`config.mk`:
```
export PLATFORM = sky130hd
export DESIGN_NAME = uart_boot_loader
export DESIGN_NICKNAME = d
export VERILOG_FILES = /design/src/rtl/uart_boot_pkg.sv /design/src/rtl/uart_rx.sv /design/src/rtl/uart_tx.sv /design/src/rtl/uart_boot_loader.sv
export SDC_FILE = /design/constraint.sdc
export NUM_CORES = 1
export LEC_CHECK = 0
export BUFFER_PORTS_ARGS = -buffer_cell sky130_fd_sc_hd__buf_2
export CAP_MARGIN = 30
export CORE_MARGIN = 8
export CORE_UTILIZATION = 40
export DETAILED_ROUTE_END_ITERATION = 7
export PLACE_DENSITY = 0.7
export SYNTH_ARGS = -nofsm -noshare
export SYNTH_HDL_FRONTEND = slang
export SYNTH_HIERARCHICAL = 1
export SYNTH_SLANG_ARGS = --single-unit
```
`constraint.sdc`:
```
create_clock -name clk -period 1.9 [get_ports clk]
set_input_delay 0.38 -clock clk [delete_from_list [all_inputs] [get_ports clk]]
set_output_delay 0.38 -clock clk [all_outputs]
set_load 0.005 [all_outputs]
```
`src/rtl/uart_boot_pkg.sv`:
```
// uart_boot_pkg: shared state encoding and protocol byte values for the UART boot loader
package uart_boot_pkg;
    typedef enum logic [2:0] {IDLE, LEN_LO, LEN_HI, DATA, CSUM, DONE, ERR} state_t;
    localparam logic [7:0] SYNC_BYTE = 8'hA5;
    localparam logic [7:0] ACK_BYTE  = 8'h06;
    localparam logic [7:0] NAK_BYTE  = 8'h15;
endpackage

```
`src/rtl/uart_rx.sv`:
```
// uart_rx: 8N1 receiver with 2-flop synchronizer, start-bit recheck and framing-error flag
module uart_rx #(
    parameter int CPB = 868
) (
    input  logic       clk,
    input  logic       rst_n,
    input  logic       rx,
    output logic [7:0] rx_data,
    output logic       rx_valid,
    output logic       rx_ferr
);
    localparam int CW = (CPB > 2) ? $clog2(CPB) : 1;
    localparam logic [CW-1:0] HALF = CW'(CPB / 2 - 1);
    localparam logic [CW-1:0] FULL = CW'(CPB - 1);
    logic [2:0]    sync;
    logic [1:0]    ph;
    logic [CW-1:0] cnt;
    logic [2:0]    bitn;
    logic          s;
    assign s = sync[1];
    // phase 0 idle, 1 start recheck, 2 data bits, 3 stop bit; sync[2] only feeds edge detection
    always_ff @(posedge clk or negedge rst_n) begin
        if (!rst_n) begin
            sync     <= 3'b111;
            ph       <= 2'd0;
            cnt      <= '0;
            bitn     <= 3'd0;
            rx_data  <= 8'd0;
            rx_valid <= 1'b0;
            rx_ferr  <= 1'b0;
        end else begin
            sync     <= {sync[1:0], rx};
            rx_valid <= 1'b0;
            rx_ferr  <= 1'b0;
            case (ph)
                2'd0: if (sync[2] && !s) begin
                    ph  <= 2'd1;
                    cnt <= '0;
                end
                2'd1: if (cnt == HALF) begin
                    ph   <= s ? 2'd0 : 2'd2;
                    cnt  <= '0;
                    bitn <= 3'd0;
                end else cnt <= cnt + CW'(1);
                2'd2: if (cnt == FULL) begin
                    cnt     <= '0;
                    rx_data <= {s, rx_data[7:1]};
                    bitn    <= bitn + 3'd1;
                    if (bitn == 3'd7) ph <= 2'd3;
                end else cnt <= cnt + CW'(1);
                default: if (cnt == FULL) begin
                    ph       <= 2'd0;
                    rx_valid <= s;
                    rx_ferr  <= !s;
                end else cnt <= cnt + CW'(1);
            endcase
        end
    end
endmodule

```
`src/rtl/uart_tx.sv`:
```
// uart_tx: 8N1 transmitter; a start request is ignored while a byte is in flight
module uart_tx #(
    parameter int CPB = 868
) (
    input  logic       clk,
    input  logic       rst_n,
    input  logic       start,
    input  logic [7:0] data,
    output logic       tx
);
    localparam int CW = (CPB > 2) ? $clog2(CPB) : 1;
    localparam logic [CW-1:0] FULL = CW'(CPB - 1);
    logic [9:0]    sh;
    logic [CW-1:0] cnt;
    logic [3:0]    n;
    logic          act;
    assign tx = act ? sh[0] : 1'b1;
    // shift out {stop, data, start} LSB first, one bit per CPB clocks
    always_ff @(posedge clk or negedge rst_n) begin
        if (!rst_n) begin
            sh  <= 10'h3FF;
            cnt <= '0;
            n   <= 4'd0;
            act <= 1'b0;
        end else if (!act) begin
            if (start) begin
                sh  <= {1'b1, data, 1'b0};
                cnt <= '0;
                n   <= 4'd0;
                act <= 1'b1;
            end
        end else if (cnt == FULL) begin
            cnt <= '0;
            sh  <= {1'b1, sh[9:1]};
            n   <= n + 4'd1;
            if (n == 4'd9) act <= 1'b0;
        end else cnt <= cnt + CW'(1);
    end
endmodule

```
`src/rtl/uart_boot_loader.sv`:
```
// uart_boot_loader: loads a UART program image into RAM and releases the core on a good checksum (ACK/NAK reply under UART_BOOT_LOADER_ACK_EN)
module uart_boot_loader
    import uart_boot_pkg::*;
#(
    parameter int CLK_FREQ = 100_000_000,
    parameter int BAUD     = 115_200,
    parameter int ADDR_W   = 13
) (
    input  logic              clk,
    input  logic              rst_n,
    input  logic              rx,
    output logic              tx,
    output logic [3:0]        mem_we,
    output logic [ADDR_W-1:0] mem_addr,
    output logic [31:0]       mem_din,
    output logic              core_rst_n,
    output logic              busy,
    output logic              error
);
    localparam int CPB = CLK_FREQ / BAUD;
    state_t      state;
    logic [7:0]  rx_data;
    logic        rx_valid;
    logic        rx_ferr;
    logic [7:0]  len_lo;
    logic [15:0] left;
    logic [15:0] n_len;
    logic [1:0]  k;
    logic [7:0]  csum;

    uart_rx #(.CPB(CPB)) u_rx (
        .clk     (clk),
        .rst_n   (rst_n),
        .rx      (rx),
        .rx_data (rx_data),
        .rx_valid(rx_valid),
        .rx_ferr (rx_ferr)
    );

    assign n_len      = {rx_data, len_lo};
    assign core_rst_n = state == DONE;
    assign error      = state == ERR;
    assign busy       = state inside {LEN_LO, LEN_HI, DATA, CSUM};

    // frame parser; a completed word is written the cycle after its last byte, then the address advances
    always_ff @(posedge clk or negedge rst_n) begin
        if (!rst_n) begin
            state    <= IDLE;
            mem_we   <= 4'h0;
            mem_addr <= '0;
            mem_din  <= 32'd0;
            len_lo   <= 8'd0;
            left     <= 16'd0;
            k        <= 2'd0;
            csum     <= 8'd0;
        end else begin
            if (mem_we != 4'h0) begin
                mem_we   <= 4'h0;
                mem_addr <= mem_addr + ADDR_W'(1);
            end
            if (rx_ferr && state != DONE) state <= ERR;
            else if (rx_valid) begin
                case (state)
                    IDLE, ERR: if (rx_data == SYNC_BYTE) begin
                        state    <= LEN_LO;
                        mem_addr <= '0;
                        csum     <= 8'd0;
                        k        <= 2'd0;
                    end
                    LEN_LO: begin
                        len_lo <= rx_data;
                        state  <= LEN_HI;
                    end
                    LEN_HI: begin
                        left  <= n_len;
                        state <= n_len == 16'd0 ? CSUM :
                                 {1'b0, n_len} > 17'(2 ** ADDR_W) ? ERR : DATA;
                    end
                    DATA: begin
                        mem_din[{k, 3'b000} +: 8] <= rx_data;
                        csum <= csum ^ rx_data;
                        k    <= k + 2'd1;
                        if (k == 2'd3) begin
                            mem_we <= 4'hF;
                            left   <= left - 16'd1;
                            if (left == 16'd1) state <= CSUM;
                        end
                    end
                    CSUM: state <= rx_data == csum ? DONE : ERR;
                    default: ;
                endcase
            end
        end
    end

`ifdef UART_BOOT_LOADER_ACK_EN
    state_t prev;
    logic   go;
    assign go = (state == DONE && prev != DONE) || (state == ERR && prev != ERR);
    // remember last state so the reply fires once on entry to DONE or ERR
    always_ff @(posedge clk or negedge rst_n) begin
        if (!rst_n) prev <= IDLE;
        else prev <= state;
    end
    uart_tx #(.CPB(CPB)) u_tx (
        .clk  (clk),
        .rst_n(rst_n),
        .start(go),
        .data (state == DONE ? ACK_BYTE : NAK_BYTE),
        .tx   (tx)
    );
`else
    assign tx = 1'b1;
`endif
endmodule

```
==> summary.md <==
Fill cells in the final layout number 1278. For this block, the initial DRC count from the detailed router was 420. The total wire length after detailed routing is 15110 µm. The setup check on the worst reg-to-reg path leaves a slack of -70 ps.

The clock tree synthesis step divided the H-tree into 4 levels. At the later pin of the worst-skew pair, clock insertion delay measures 420 ps. Static timing analysis puts the maximum clock frequency at 507.1 MHz.

For this design the static power due to leakage is 3.428 nW. The global-route usage over all layers was 16.57%. The final reports fail on negative setup slack. TritonCTS created 17 clock buffers. Leading cell type in the layout, fill and taps excluded: sky130_fd_sc_hd__dfrtp_1. CTS placed an instance of sky130_fd_sc_hd__clkbuf_16 at the clock tree root. Routability-driven placement finished with a final weighted congestion of 0.8467. No sink is reached through more buffers than the 2 on the longest clock path.

The tools report the post-route worst hold slack as 72.02 ps. For this configuration, the core starts out at a cell density of 40.73%. The run gives -121.9 ps as the total negative setup slack. Worst slew margin relative to its limit: 59.73%.

The number of different library cells used by synthesis comes to 75. After clock tree synthesis, the clock-pin slew on the worst setup and hold paths is 50 ps. For this run, the leading register cell type out of synthesis is sky130_fd_sc_hd__dfrtp_1. The first TritonRoute pass finished after 5 iterations. The per-cell routed wire length is 16.30 µm, and the measured slew at the worst slew-check pin is 600.8 ps. Dividing total power by cell area gives a power density of 747.0 nW/µm². The number of nets in the synthesized netlist is 637.

The number of placed instances, taps included, is 893. The share of async-settable or async-resettable flops after synthesis works out to 100.0%. The worst register-to-register path ends at left[10].

For the data required time at the worst endpoint, the log shows 2200 ps. For the final cell area excluding filler cells, the log shows 7477 µm². The tools report the initial antenna violation count as 0. Startpoint class of the critical path: a flip-flop. The slack of the critical path came out at -72.02 ps. The floorplan step set the die height to 137.4 µm. Placement-stage cell area: 6798 µm². The launch instance of the worst register-to-register path was left[1].

The post-synthesis register bit count was 114. The flow ran to the end, but the final reports show violations. Of all cell types, the one taking the most synthesized area is sky130_fd_sc_hd__dfrtp_1.

The number of cells on the worst reg-to-reg path is 7. Detailed routing inserted a total of 5068 vias. The number of antenna diodes in the final layout is 0. Setup violations remaining at the end of the flow were counted as 4. The die covers 18880 µm². Once detail routing completed, the nets flagged for antenna violations numbered 0.

The critical path endpoint was left[10]. Between clock sinks in the finished design, the worst skew comes to 11.52 ps. The via count of the first global-routing pass was 5057; the number of placed I/O pins was 56. The tools report the count of unresolved DRC violations after routing as 0. Setup repair after global routing could not meet its margin everywhere.

In this run the biggest area consumer among cell types represents 47.10% of the synthesized area. Entering global routing, the biggest net connects 64 pins. Type of the worst min-delay path: in2reg.

The first global-routing pass estimated 24800 µm of wire. Post-route minimum period: 1972 ps. The max-slew violation total from the final report was 0; the sequential fraction of the synthesis area was 48.44%. The core region is 14480 µm².

Yosys printed 6 warnings. Standard-cell row count: 44. Max-cap violations in this run came to 0. STA puts the critical path data arrival time at 2270 ps. After synthesis the cells add up to 5897 µm².

In this run the worst path has a maximum fanout of 5. The library cells used most frequently in the layout, excluding fill and tap cells, are 108 x sky130_fd_sc_hd__dfrtp_1, 98 x sky130_fd_sc_hd__nand2_1, 61 x sky130_fd_sc_hd__buf_4. For the synthesized instance count, the log shows 621. After layout, the worst path uses 103.8% of the clock period. The relative area change from synthesis to final layout works out to 26.80%.

The count of flip-flops with a built-in enable after synthesis came out at 0. Type of the worst setup path: reg2reg. The tree built by TritonCTS fans out to 114 sinks. The wire-length estimate of the detail-placed layout is 10540 µm. After the last flow step, the layout net total stands at 747. Leaving out filler cells and counting taps, the final layout contains 927. The worst setup path is captured at a flip-flop.

By area the synthesized netlist is led by sky130_fd_sc_hd__dfrtp_1 47%, sky130_fd_sc_hd__nand2_1 6.5%, sky130_fd_sc_hd__o21ai_0 5.0%, sky130_fd_sc_hd__mux2_2 3.1%, sky130_fd_sc_hd__ha_1 2.8%. The detailed-route vias per instance was 5.467. The average size of a mapped cell is 9.496 µm². The proportion of layout cells with a drive suffix above 1 is 28.40%.

The start point of the critical path is left[1]. TritonCTS built the clock tree. The x dimension of the die was 137.4 µm; the hold violation total from the final report was 0. Port buffering added 54 buffers.

The worst-case IR drop observed on VDD is 0.0006930 V. The global-route congestion overflow total is 0. The tools report the post-layout total power as 0.005585 W.
==> where the power goes <==
group / switching [W] / leakage [nW] / internal [W]
sequential: 0.0000147 / 1.58 / 0.00245
combinational: 0.000121 / 1.59 / 0.0000742
clock: 0.00108 / 0.264 / 0.00184
==> worst max-delay path: stages (launching register included) <==
cell and delay, ps:
sky130_fd_sc_hd__dfrtp_1 390, sky130_fd_sc_hd__inv_2 80, sky130_fd_sc_hd__ha_4 120, sky130_fd_sc_hd__or3b_4 370, sky130_fd_sc_hd__or3_4 390, sky130_fd_sc_hd__nor3_4 190
sky130_fd_sc_hd__a31oi_1 100, sky130_fd_sc_hd__o22a_1 210
==> synthesized netlist by cell type, drive strengths merged (4+ instances only) <==
cell type  instances
a21oi             20
a22o               9
a31oi              4
and2               6
buf               11
clkbuf            18
dfrtp            111
ha                13
inv               21
mux2              18
nand2            102
nand2b             7
nand3             25
nand3b             5
nand4             14
nor2              43
nor3              18
nor3b              7
nor4               8
o21ai             68
o22ai              6
o2bb2ai            5
or3                6
or3b               4
or4                4
xnor2             13
xor2               9
==> layout make-up <==
cell class              instances  area [µm²]  area share (%)
well taps                     184       230.2           3.079
clock inverters                10       86.33           1.155
inverters                      21       78.83           1.054
repair buffers                120       833.3           11.14
flip-flops and latches        114        2860           38.25
clock buffers                  21       460.4           6.158
multi-input cells             457        2928           39.16
==> routing by layer <==
| layer | routed length (µm) | part of all wire (%) | track usage, % |
|---|---|---|---|
| met4 | 352 | 2.3 | 8.147 |
| met2 | 7212 | 48 | 26.60 |
| met5 | 0 | 0 | 0 |
| met1 | 6596 | 44 | 20.43 |
| met3 | 945 | 6.3 | 4.085 |
==> how the worst min path moves through the flow <==
stage / startpoint / endpoint / cells past startpoint
detailed placement: rst_n / mem_addr[7] / 1
floorplan: rst_n / csum[0] / 0
finish: rx / u_rx/sync[0] / 1
global placement: rst_n / mem_addr[7] / 1
global route: rx / u_rx/sync[0] / 1
CTS: rx / u_rx/sync[0] / 1
==> through the flow <==
stage	setup WS (ps)	util, %
3_3_place_gp	-121.3	46.95
2_1_floorplan	-118.2	-
3_5_place_dp	-164.7	46.95
5_1_grt	-130.6	51.64
4_1_cts	-94.88	50.99
6_report	-72.02	51.64
==> registers in the layout, summed over array words and instances (netlist names), 2 cells and up <==
signal        count
csum              8
k                 2
left             16
len_lo            8
mem_addr         13
mem_din          32
mem_we            4
state             3
u_rx/bitn         3
u_rx/cnt         10
u_rx/ph           2
u_rx/rx_data      8
u_rx/sync         3
==> cells by family after synthesis <==
kind of cell,Yosys count,share of synthesized area (%)
fa+ha+maj,13,2.758
simple gates,263,23.11
compound gates,139,15.09
buf+inv,50,3.671
flops,114,48.44
mux,19,3.607
other cells,1,0.06359
xor+xnor,22,3.268
==> what timing repair did <==
item	4_1_cts	5_1_grt
pin swaps	0	2
setup buffers	0	2
endpoints found under the hold margin	13	0
hold buffers	1	0
endpoints found under the setup margin	39	44
resized for setup	7	20
Power figures use the tool's default switching activity.
